**config.mk**
```make
export PLATFORM = sky130hd
export DESIGN_NAME = ram_burst_scheduler
export DESIGN_NICKNAME = d
export VERILOG_FILES = /design/src/rtl/ram_burst_scheduler.sv
export SDC_FILE = /design/constraint.sdc
export NUM_CORES = 1
export LEC_CHECK = 0
export BUFFER_PORTS_ARGS = -buffer_cell sky130_fd_sc_hd__buf_2
export CAP_MARGIN = 10
export CORE_MARGIN = 1.5
export CORE_UTILIZATION = 35
export CTS_CLUSTER_DIAMETER = 100
export CTS_CLUSTER_SIZE = 10
export DETAILED_ROUTE_END_ITERATION = 10
export PLACE_DENSITY = 0.54
export SYNTH_ARGS = -nofsm -noshare
export SYNTH_HDL_FRONTEND = slang
export SYNTH_SLANG_ARGS = --single-unit
```
**constraint.sdc**
```tcl
create_clock -name iCLK -period 3.15 [get_ports iCLK]
set_input_delay 0.63 -clock iCLK [delete_from_list [all_inputs] [get_ports iCLK]]
set_output_delay 0.63 -clock iCLK [all_outputs]
set_load 0.1 [all_outputs]
```
**src/rtl/ram_burst_scheduler.sv**
```systemverilog
// Splits write/read requests into page-safe, length-limited linear bursts for the PSRAM port unit.
// Writes and reads are arbitrated round-robin, and each request is acknowledged once every burst has completed.
module ram_burst_scheduler #(
  parameter int pAdrsWidth = 23,
  parameter int pLenWidth  = 12,
  parameter int pPageBits  = 9,
  parameter int pMaxBurst  = 64
) (
  input  logic                  iCLK,
  input  logic                  iRST,
  input  logic                  iWrReq,
  input  logic [pAdrsWidth-1:0] iWrAdrs,
  input  logic [pLenWidth-1:0]  iWrLen,
  output logic                  oWrAck,
  input  logic                  iRdReq,
  input  logic [pAdrsWidth-1:0] iRdAdrs,
  input  logic [pLenWidth-1:0]  iRdLen,
  output logic                  oRdAck,
  output logic                  oCmdValid,
  output logic                  oCmdWrite,
  output logic [pAdrsWidth-1:0] oCmdAdrs,
  output logic [pLenWidth-1:0]  oCmdLen,
  input  logic                  iCmdReady,
  input  logic                  iCmdDone,
  output logic                  oBusy
);

  // One extra bit over the wider operand, so a full page (2^pPageBits) fits without truncation
  localparam int pCalcWidth = ((pLenWidth > pPageBits) ? pLenWidth : pPageBits) + 1;

  typedef enum logic [2:0] {IDLE, CALC, ISSUE, WAIT, ACK} stateT;

  stateT                  state, nextState;
  logic [pAdrsWidth-1:0]  adrs;
  logic [pLenWidth-1:0]   remaining;
  logic                   dirWrite;
  logic                   lastWasRead;
  logic [pAdrsWidth-1:0]  cmdAdrs;
  logic [pLenWidth-1:0]   cmdLen;
  logic                   cmdWrite;

  logic                   anyReq;
  logic                   grantWrite;
  logic [pAdrsWidth-1:0]  selAdrs;
  logic [pLenWidth-1:0]   selLen;
  logic                   handshake;
  logic [pCalcWidth-1:0]  pageRem;
  logic [pCalcWidth-1:0]  segWide;
  logic [pLenWidth-1:0]   segLen;

  // Request selection: on a tie, grant the side that was not served last
  always_comb begin
    anyReq     = iWrReq | iRdReq;
    grantWrite = (iWrReq & iRdReq) ? lastWasRead : iWrReq;
    selAdrs    = grantWrite ? iWrAdrs : iRdAdrs;
    selLen     = grantWrite ? iWrLen : iRdLen;
    handshake  = (state == ISSUE) & iCmdReady;
  end

  // Segment length is the smallest of the remaining words, the burst limit and the room left in the page
  always_comb begin
    pageRem = (pCalcWidth'(1) << pPageBits) - pCalcWidth'(adrs[pPageBits-1:0]);
    segWide = pCalcWidth'(remaining);
    if (pCalcWidth'(pMaxBurst) < segWide) segWide = pCalcWidth'(pMaxBurst);
    if (pageRem < segWide) segWide = pageRem;
    segLen = pLenWidth'(segWide);
  end

  always_ff @(posedge iCLK or posedge iRST) begin
    if (iRST) state <= IDLE;
    else      state <= nextState;
  end

  always_comb begin
    nextState = state;
    case (state)
      IDLE:  if (anyReq) nextState = (selLen == '0) ? ACK : CALC;
      CALC:  nextState = ISSUE;
      ISSUE: if (handshake) nextState = WAIT;
      WAIT:  if (iCmdDone) nextState = (remaining == '0) ? ACK : CALC;
      ACK:   nextState = IDLE;
      default: nextState = IDLE;
    endcase
  end

  always_comb begin
    oCmdValid = (state == ISSUE);
    oWrAck    = (state == ACK) &  dirWrite;
    oRdAck    = (state == ACK) & ~dirWrite;
    oBusy     = (state != IDLE);
    oCmdAdrs  = cmdAdrs;
    oCmdLen   = cmdLen;
    oCmdWrite = cmdWrite;
  end

  // Request context and the command fields, which stay frozen from CALC until the burst is accepted
  always_ff @(posedge iCLK or posedge iRST) begin
    if (iRST) begin
      adrs        <= '0;
      remaining   <= '0;
      dirWrite    <= 1'b0;
      lastWasRead <= 1'b1;
      cmdAdrs     <= '0;
      cmdLen      <= '0;
      cmdWrite    <= 1'b0;
    end else begin
      case (state)
        IDLE: begin
          if (anyReq) begin
            adrs      <= selAdrs;
            remaining <= selLen;
            dirWrite  <= grantWrite;
          end
        end
        CALC: begin
          cmdAdrs  <= adrs;
          cmdLen   <= segLen;
          cmdWrite <= dirWrite;
        end
        ISSUE: begin
          if (handshake) begin
            adrs      <= adrs + pAdrsWidth'(cmdLen);
            remaining <= remaining - cmdLen;
          end
        end
        ACK: lastWasRead <= ~dirWrite;
        default: ;
      endcase
    end
  end

endmodule
```
---- Word-level counts from Yosys, hierarchy flattened ----
Cells that the tools add are included.
cells by class
  add/subtract/negate cells ............... 3
  order comparisons ....................... 2
  equal/unequal tests ..................... 7
  mux-type cells .......................... 17
  bitwise gates (word level) .............. 6
  reduce and logical (&&, ||, !) cells .... 8
operators with widths
  operator                                                                       count
  23-bit two-way mux                                                             3
  12-bit two-way mux                                                             5
  23-bit case mux with 2 select lines                                            1
  12-bit logical NOT                                                             2
  12-bit case mux with 2 select lines                                            1
  23-bit by 12-bit adder with 23-bit output                                      1
  3-bit two-way mux                                                              5
  13-bit by 12-bit less-than comparator with 1-bit output                        1
  7-bit by 12-bit less-than comparator with 1-bit output (first input constant)  1
  3-bit case mux with 4 select lines                                             1
  12-bit subtractor                                                              1
  10-bit by 9-bit subtractor with 11-bit output (first input constant)           1
  3-bit by 2-bit == test with 1-bit output (second input constant)               2
  3-bit AND reduction                                                            2
  1-bit bitwise AND                                                              4
  2-bit inequality test (second input constant)                                  2
  3-bit by 1-bit == test with 1-bit output (second input constant)               1
  3-bit == test (second input constant)                                          1
  3-bit logical NOT                                                              1
  3-bit nonzero test                                                             1
  2-bit by 1-bit inequality test with 1-bit output (second input constant)       1
  2-bit AND reduction                                                            1
  2-bit nonzero test                                                             1
  1-bit two-way mux                                                              1
  2 further kinds                                                                2
word-level totals
  flip-flop bits (word level) ............. 76
  input port bits ......................... 76
  output and inout bits ................... 40
  logic and storage cells ................. 51

---- Longest topological paths before layout ----
Gate-level depths: netlist (run 1).
  depth after elaboration ................. 7
  mapped depth ............................ 14
  gate-level depth less buffers ........... 13

---- Worst setup path before layout (run 1) ----
OpenSTA, ideal clock, no wires.
  kind .................................... reg-to-reg
  start ................................... register adrs[2]
  end ..................................... register cmdLen[6] (netlist: oCmdLen[6])
  setup time .............................. 0.137 ns
  data arrival time ....................... 2.940 ns
  required time ........................... 3.013 ns
  setup slack ............................. 0.072 ns
  cell stages (with the launch flop) ...... 13
  buffers on the path ..................... 1
  clock period less this slack ............ 3.078 ns
  path through ............................ dfrtp_1 -> or4_1 -> nor4_1 -> xnor2_1 -> ha_1 -> a21o_1 -> a221o_1 -> a21oi_1 -> o21ai_1 -> a21oi_4 -> buf_4 -> mux2i_1 -> a21oi_1
on the way
  cells in the longest elaborated chain, start to end .. 3
RTL lines
  item                                                     RTL line  RTL
  start, declared                                          34        logic [pAdrsWidth-1:0] adrs;
  start signal, assigned                                   110       adrs <= selAdrs;
  start signal, assigned                                   122       adrs <= adrs + pAdrsWidth'(cmdLen);
  10-bit by 9-bit subtractor with 11-bit output (*)        62        pageRem = (pCalcWidth'(1) << pPageBits) - pCalcWidth'(adrs[pPageBits-1:0]);
  13-bit by 12-bit less-than comparator with 1-bit output  65        if (pageRem < segWide) segWide = pageRem;
  12-bit two-way mux (*)                                   65
  end signal, assigned                                     117       cmdLen <= segLen;
  end, declared                                            39        logic [pLenWidth-1:0] cmdLen;
Every way passes the cells marked *; elsewhere a longest branch is shown, timed or not.
A chain may end at the register's enable or synchronous reset.

---- Final worst setup path (run 1) ----
Ends and elaborated chain as after synthesis.

==> impl_metrics.tcl, run 1 <==
set metrics [dict create \
    whs_ns 0.392 \
    yosys.area_share.simple_pct 17.9 \
    crit-reg2reg-launch "adrs[2]$_DFFE_PP0P_" \
    synthesis.area_mm2 0.00539 \
    track_usage_pct 19.4 \
    hold_path_class "in -> async" \
    routedWlPerCell_um 16.5 \
    rows 45 \
    core_mm2 0.0151 \
    num_vias 4839 \
    ios 116 \
    fin_ws_ns 0.0390 \
    first_iter_violations 228 \
    synth-edff-count 0 \
    clock_latency_ns 0.35 \
    firstDrtPassIters 4 \
    maxCapViolations 0 \
    clockBufferDepth 2 \
    synth_fa_ha_area_share_pct 8.40 \
    grt_antenna_before_repair 0 \
    cellLeakagePower_nw 3.16 \
    synth-xor-area-share_pct 3.90 \
    routed_wl_um 15100 \
    synthFlopType "dfrtp_1" \
    drive_gt1_share_pct 29.4 \
    nets 830 \
    grt_pass1_wl_um 24800 \
    ys_types 64 \
    synth_mux_area_share_pct 12.4 \
    gp_congestion 0.855 \
    final_antenna_net_count 0 \
    gr-total-overflow 0 \
    wl_met1_um 6800 \
    placed_cells 894 \
    yosys_warnings 0 \
    dp_worst_setup_slack_ns -0.0497 \
    end_kind "flop" \
    ys_ff_latch 76 \
    hold_buffers 0 \
    route.detailed.drc 0 \
    cp.arrival_ns 3.34 \
    grt_max_degree 48 \
    max_freq_mhz 321 \
    die_height_um 127 \
    fin_cells 912 \
    worst_pin_slew_ns 0.708 \
    relSlewSlack_pct 52.7 \
    port_buffers 115 \
    syn_avg_cell_area_um2 9.05 \
    synth_compound_area_share_pct 18.2 \
    numCtsBuffers 9 \
    numClockSinks 76 \
    clkSlewWorstSetupHoldPaths_ns 0.06 \
    syn_inst 596 \
    p_per_area_mw_per_mm2 1280 \
    start_util_pct 35.6 \
    finalHoldViolations 0 \
    hpwl_um 11500 \
    r2r_slack_ns 0.04 \
    viasPerCell 5.31 \
    ys_seq_area_share_pct 35.3 \
    max-vdd-ir-drop_mv 0.474 \
    utilization_pct 44.3 \
    die_area_mm2 0.0162 \
    die_w_um 127 \
    start_kind "flop" \
    grt_pass1_vias 4839 \
    criticalPathCategory "reg -> reg" \
    wl_met2_um 7540 \
    cp_max_fo 13 \
    setup_viol 0 \
    crit_required_ns 3.37 \
    status "finished clean" \
    rsz0062_at_grt "yes" \
    finalCritPeriodShare_pct 98.8 \
    htree_levels 3 \
    async_reset_ff_share_pct 100 \
    power_mw 8.63 \
    finalClockSkew_ns 0.00816 \
    min_period_ns 3.11 \
    area_delta_synth_final_pct 24.5 \
    cts-root-buf "clkbuf_16" \
    wl_met3_um 592 \
    highest_layer "met4" \
    synth_top_family_by_area "compound AO/OA/AOI/OAI gates" \
    cts_tree "done" \
    diodes 0 \
    drv_slew 0 \
    crit_start "adrs[2]$_DFFE_PP0P_" \
]
[cells by family (layout without fill, tap and decap cells)]
kind of cell	Yosys count	in the layout
flip-flops	76	76
other	1	3
buffers and inverters	52	178
XOR/XNOR	24	24
adder cells (fa/ha/maj)	35	35
AND/OR/NAND/NOR	196	196
multiplexers	63	63
AO/OA/AOI/OAI	149	149
[Yosys cell counts, types with 2 or more instances]
master,n,area [µm²]
buf_2,7,35.0
a21o_1,7,52.6
dfrtp_1,75,1880
mux2_2,29,327
fa_1,2,40.0
or3_1,5,31.3
mux2i_1,34,340
o21bai_1,2,15.0
nor2_1,54,203
o311ai_0,2,17.5
nor3_1,25,125
and2_1,2,12.5
o2bb2ai_1,3,26.3
o31a_1,3,26.3
nor2b_1,5,31.3
and4_1,3,26.3
nand3_1,20,100
a2bb2oi_1,3,26.3
buf_1,10,37.5
o211ai_1,7,52.6
inv_1,24,90.1
or3b_1,5,43.8
o21ai_0,28,140
ha_1,33,413
and3_1,6,37.5
a211oi_1,3,22.5
a31oi_1,2,12.5
o31ai_1,3,22.5
clkbuf_1,10,37.5
xor2_1,7,61.3
o21ai_1,16,80.1
a311o_1,4,40.0
a21oi_2,4,35.0
or4_1,4,30.0
xnor2_1,17,149
nor4_1,7,43.8
nand4_1,3,18.8
nand2_1,49,184
a21oi_1,44,220
o21a_1,5,37.5
[stage by stage]
step | setup TNS (ns) | instance area (µm²)
floorplan | 0 | 5400
global placement | 0 | 6310
detailed placement | -0.0844 | 6310
CTS | 0 | 6680
global route | -0.398 | 6720
finish | 0 | 6720
[registers in the layout, summed over array words and instances, names as in the netlist]
name	flops
dirWrite	1
oCmdWrite	1
state	3
oCmdAdrs	23
remaining	12
adrs	23
oCmdLen	12
lastWasRead	1
[placed cells by master, fill, tap and decap left out, types with 4 or more instances in the layout]
cell,instances
mux2_2,28
and3_1,5
or3_1,5
inv_1,22
a311o_1,4
o21ai_1,14
nor3_1,24
nor2b_1,5
o211ai_1,7
xor2_1,6
a21oi_1,43
xnor2_1,16
nand2_1,47
dfrtp_1,74
buf_2,114
o21a_1,5
a21oi_2,5
o21ai_0,28
nand3_1,20
mux2i_1,34
a21o_1,7
nor4_1,6
nor2_1,53
or3b_1,5
buf_4,21
ha_1,33
clkbuf_16,9
[repair_timing]
item,in CTS,in global routing
pin swaps,5,4
gates cloned,0,0
resized for setup,5,9
setup endpoints to repair,2,10
setup buffers,2,0
[final cells by class]
cell class                      instances  area [µm²]
Clock buffer                            9         225
Clock inverter                          7        98.8
Fill cell                            1495        8430
Inverter                               24        90.1
Multi-Input combinational cell        470        3370
Sequential cell                        76        1900
Tap cell                              188         235
Timing Repair Buffer                  138         788
[power by group]
group          internal [mW]  total (mW)  leakage, nW  switching, mW
combinational           1.93        5.60         2.08           3.67
clock                  0.698        1.14        0.156          0.442
sequential              1.41        1.89        0.918          0.480
total                   4.04        8.63         3.16           4.59
[final timing paths]
kind,to,cells past startpoint
max,oCmdLen[6]$_DFFE_PP0P_,12
min,oCmdAdrs[4]$_DFFE_PP0P_,2
max reg2reg,oCmdLen[6]$_DFFE_PP0P_,12
min reg2reg,oCmdAdrs[15]$_DFFE_PP0P_,1
max in group asynchronous,lastWasRead$_DFFE_PP1N_,3
min in group iCLK,oCmdAdrs[15]$_DFFE_PP0P_,1
[routing by layer]
metal	vias up	GRT usage [%]
met2	101	34.6
li1	2415	-
met4	0	4.68
met5	-	0
met1	2308	24.1
met3	15	3.69
[critical path: stages (launching register included)]
cell     delay, ns
dfrtp_1       0.38
or4_4         0.59
nor4_4        0.20
xnor2_2       0.15
ha_1          0.29
a21o_1        0.20
a221o_1       0.36
a21oi_2       0.15
o21ai_2       0.08
a21oi_4       0.17
buf_12        0.16
mux2i_1       0.18
a21oi_1       0.08
No activity file was read; power rests on OpenSTA's default activity.
==> run 2, diff against run 1 <==
--- a/config.mk
+++ b/config.mk
@@ -8,11 +8,12 @@
 export BUFFER_PORTS_ARGS = -buffer_cell sky130_fd_sc_hd__buf_2
 export CAP_MARGIN = 10
 export CORE_MARGIN = 1.5
-export CORE_UTILIZATION = 35
+export CORE_UTILIZATION = 50
 export CTS_CLUSTER_DIAMETER = 100
 export CTS_CLUSTER_SIZE = 10
 export DETAILED_ROUTE_END_ITERATION = 10
-export PLACE_DENSITY = 0.54
+export PLACE_DENSITY = 0.74
+export SLEW_MARGIN = 0
 export SYNTH_ARGS = -nofsm -noshare
 export SYNTH_HDL_FRONTEND = slang
 export SYNTH_SLANG_ARGS = --single-unit
==> impl_metrics.tcl, run 2 (synthesized netlist as in run 1, its figures left out) <==
set metrics [dict create \
    status "finished clean" \
    crit_buf_inv 0 \
    cts-root-buf "clkbuf_8" \
    grt_antenna_before_repair 0 \
    hold_path_class "in -> async" \
    maxCapViolations 0 \
    fin_cells 862 \
    r2r_end "oCmdLen[0]$_DFFE_PP0P_" \
    finalClockSkew_ns 0.0143 \
    cp_slowest_cell "or4_4" \
    grt_pass1_wl_um 22800 \
    worst_pin_slew_ns 0.692 \
    criticalPathCategory "reg -> reg" \
    mostFrequentLayoutCell "buf_2" \
    drive_gt1_share_pct 28.9 \
    drv_slew 0 \
    nets 832 \
    cts_tree "done" \
    rows 37 \
    placed_cells 842 \
    finalSetupTns_ns 0 \
    gp_congestion 0.916 \
    htree_levels 3 \
    start_kind "flop" \
    crit_required_ns 3.43 \
    relSlewSlack_pct 53.8 \
    worstPathCellList "or4_4 > nor4_4 > xnor2_2 > ha_1 > and3_4 > a221o_1 > a21oi_2 > o21ai_2 > a21oi_4 > mux2_4 > a21oi_1" \
    grt_pass1_vias 4890 \
    routedWlPerCell_um 16.4 \
    final_antenna_net_count 0 \
    end_kind "flop" \
    area_delta_synth_final_pct 20.2 \
    die_height_um 107 \
    grt_max_degree 44 \
    clkSlewWorstSetupHoldPaths_ns 0.09 \
    gr-total-overflow 0 \
    rr_worst_depth 11 \
    finalCritPeriodShare_pct 99.0 \
    ios 116 \
    hpwl_um 10700 \
    fillers 902 \
    max_freq_mhz 321 \
    min_period_ns 3.12 \
    first_iter_violations 204 \
    slowest_delay_ns 0.58 \
    cp_max_fo 3 \
    port_buffers 115 \
    crit-reg2reg-launch "adrs[5]$_DFFE_PP0P_" \
    clock_latency_ns 0.35 \
    numCtsBuffers 9 \
    die_w_um 107 \
    utilization_pct 62.2 \
    routed_wl_um 14100 \
    finalHoldViolations 0 \
    core_mm2 0.0104 \
    r2r_slack_ns 0.03 \
    crit_family "simple AND/OR/NAND/NOR gates" \
    cp.arrival_ns 3.40 \
    route.detailed.drc 0 \
    firstDrtPassIters 5 \
    mostFrequentLayoutCells "buf_2 (115), dfrtp_1 (75), nor2_1 (54)" \
    die_area_mm2 0.0114 \
    start_util_pct 51.8 \
    hold_buffers 0 \
    numClockSinks 76 \
    num_vias 4986 \
    diodes 0 \
    clockBufferDepth 2 \
    track_usage_pct 25.1 \
    setup_viol 0 \
    rsz0062_at_grt "yes" \
    viasPerCell 5.78 \
]
[run 2: cell count changes in the layout (fill, tap and decap cells not counted), moves of 2 or more]
cell,before,now
buf_12,3,1
buf_4,21,23
bufinv_16,2,0
clkbuf_16,9,0
clkbuf_8,0,9
clkinvlp_4,1,3
[run 2: area by class of cell]
type	instances	area [µm²]	share of cell area (%)
clock buffers	10	128	1.97
multi-input cells	470	3360	51.9
flip-flops and latches	76	1900	29.4
repair buffers	140	779	12.0
well taps	136	170	2.62
clock inverters	6	48.8	0.753
inverters	24	90.1	1.39
[run 2: stage by stage]
| stage | area [µm²] | worst slack [ns] | hold WS, ns |
|---|---|---|---|
| 2_1_floorplan | 5400 | 0.0722 | 0.477 |
| 3_3_place_gp | 6220 | 0.0593 | 0.485 |
| 3_5_place_dp | 6220 | -0.0198 | 0.493 |
| 4_1_cts | 6410 | 0.0361 | 0.392 |
| 5_1_grt | 6480 | -0.107 | 0.428 |
| 6_report | 6480 | 0.0321 | 0.383 |
[run 2: worst max path at each step]
stage	startpoint	endpoint	slack (ns)	cells after the start
2_1_floorplan	adrs[2]$_DFFE_PP0P_	oCmdLen[6]$_DFFE_PP0P_	0.07	12
3_3_place_gp	adrs[2]$_DFFE_PP0P_	oCmdLen[6]$_DFFE_PP0P_	0.06	13
3_5_place_dp	adrs[2]$_DFFE_PP0P_	oCmdLen[6]$_DFFE_PP0P_	-0.02	13
4_1_cts	adrs[2]$_DFFE_PP0P_	oCmdLen[6]$_DFFE_PP0P_	0.04	13
5_1_grt	adrs[5]$_DFFE_PP0P_	oCmdLen[6]$_DFFE_PP0P_	-0.11	12
6_report	adrs[5]$_DFFE_PP0P_	oCmdLen[0]$_DFFE_PP0P_	0.03	11
[run 2: repair_timing]
| action | in CTS | in global routing |
|---|---|---|
| buffers inserted | 0 | 4 |
| hold endpoints to repair | 0 | 0 |
| gates resized for setup | 3 | 8 |
| pin swaps | 0 | 10 |
| endpoints found under the setup margin | 2 | 9 |
[run 2: per-layer routing]
metal  up-vias  wire, µm  GRT usage [%]  part of all wire [%]
li1       2425         -              -                     -
met1      2393      5960           30.9                    42
met2       145      7210           44.6                    51
met3        23       634           4.50                   4.5
met4         0       303           7.52                   2.1
met5         -         0              0                     0
Power of run 2 is left out: the tool's default activity adds up to more than one toggle a clock period on the data nets, which glitch-free logic cannot reach.
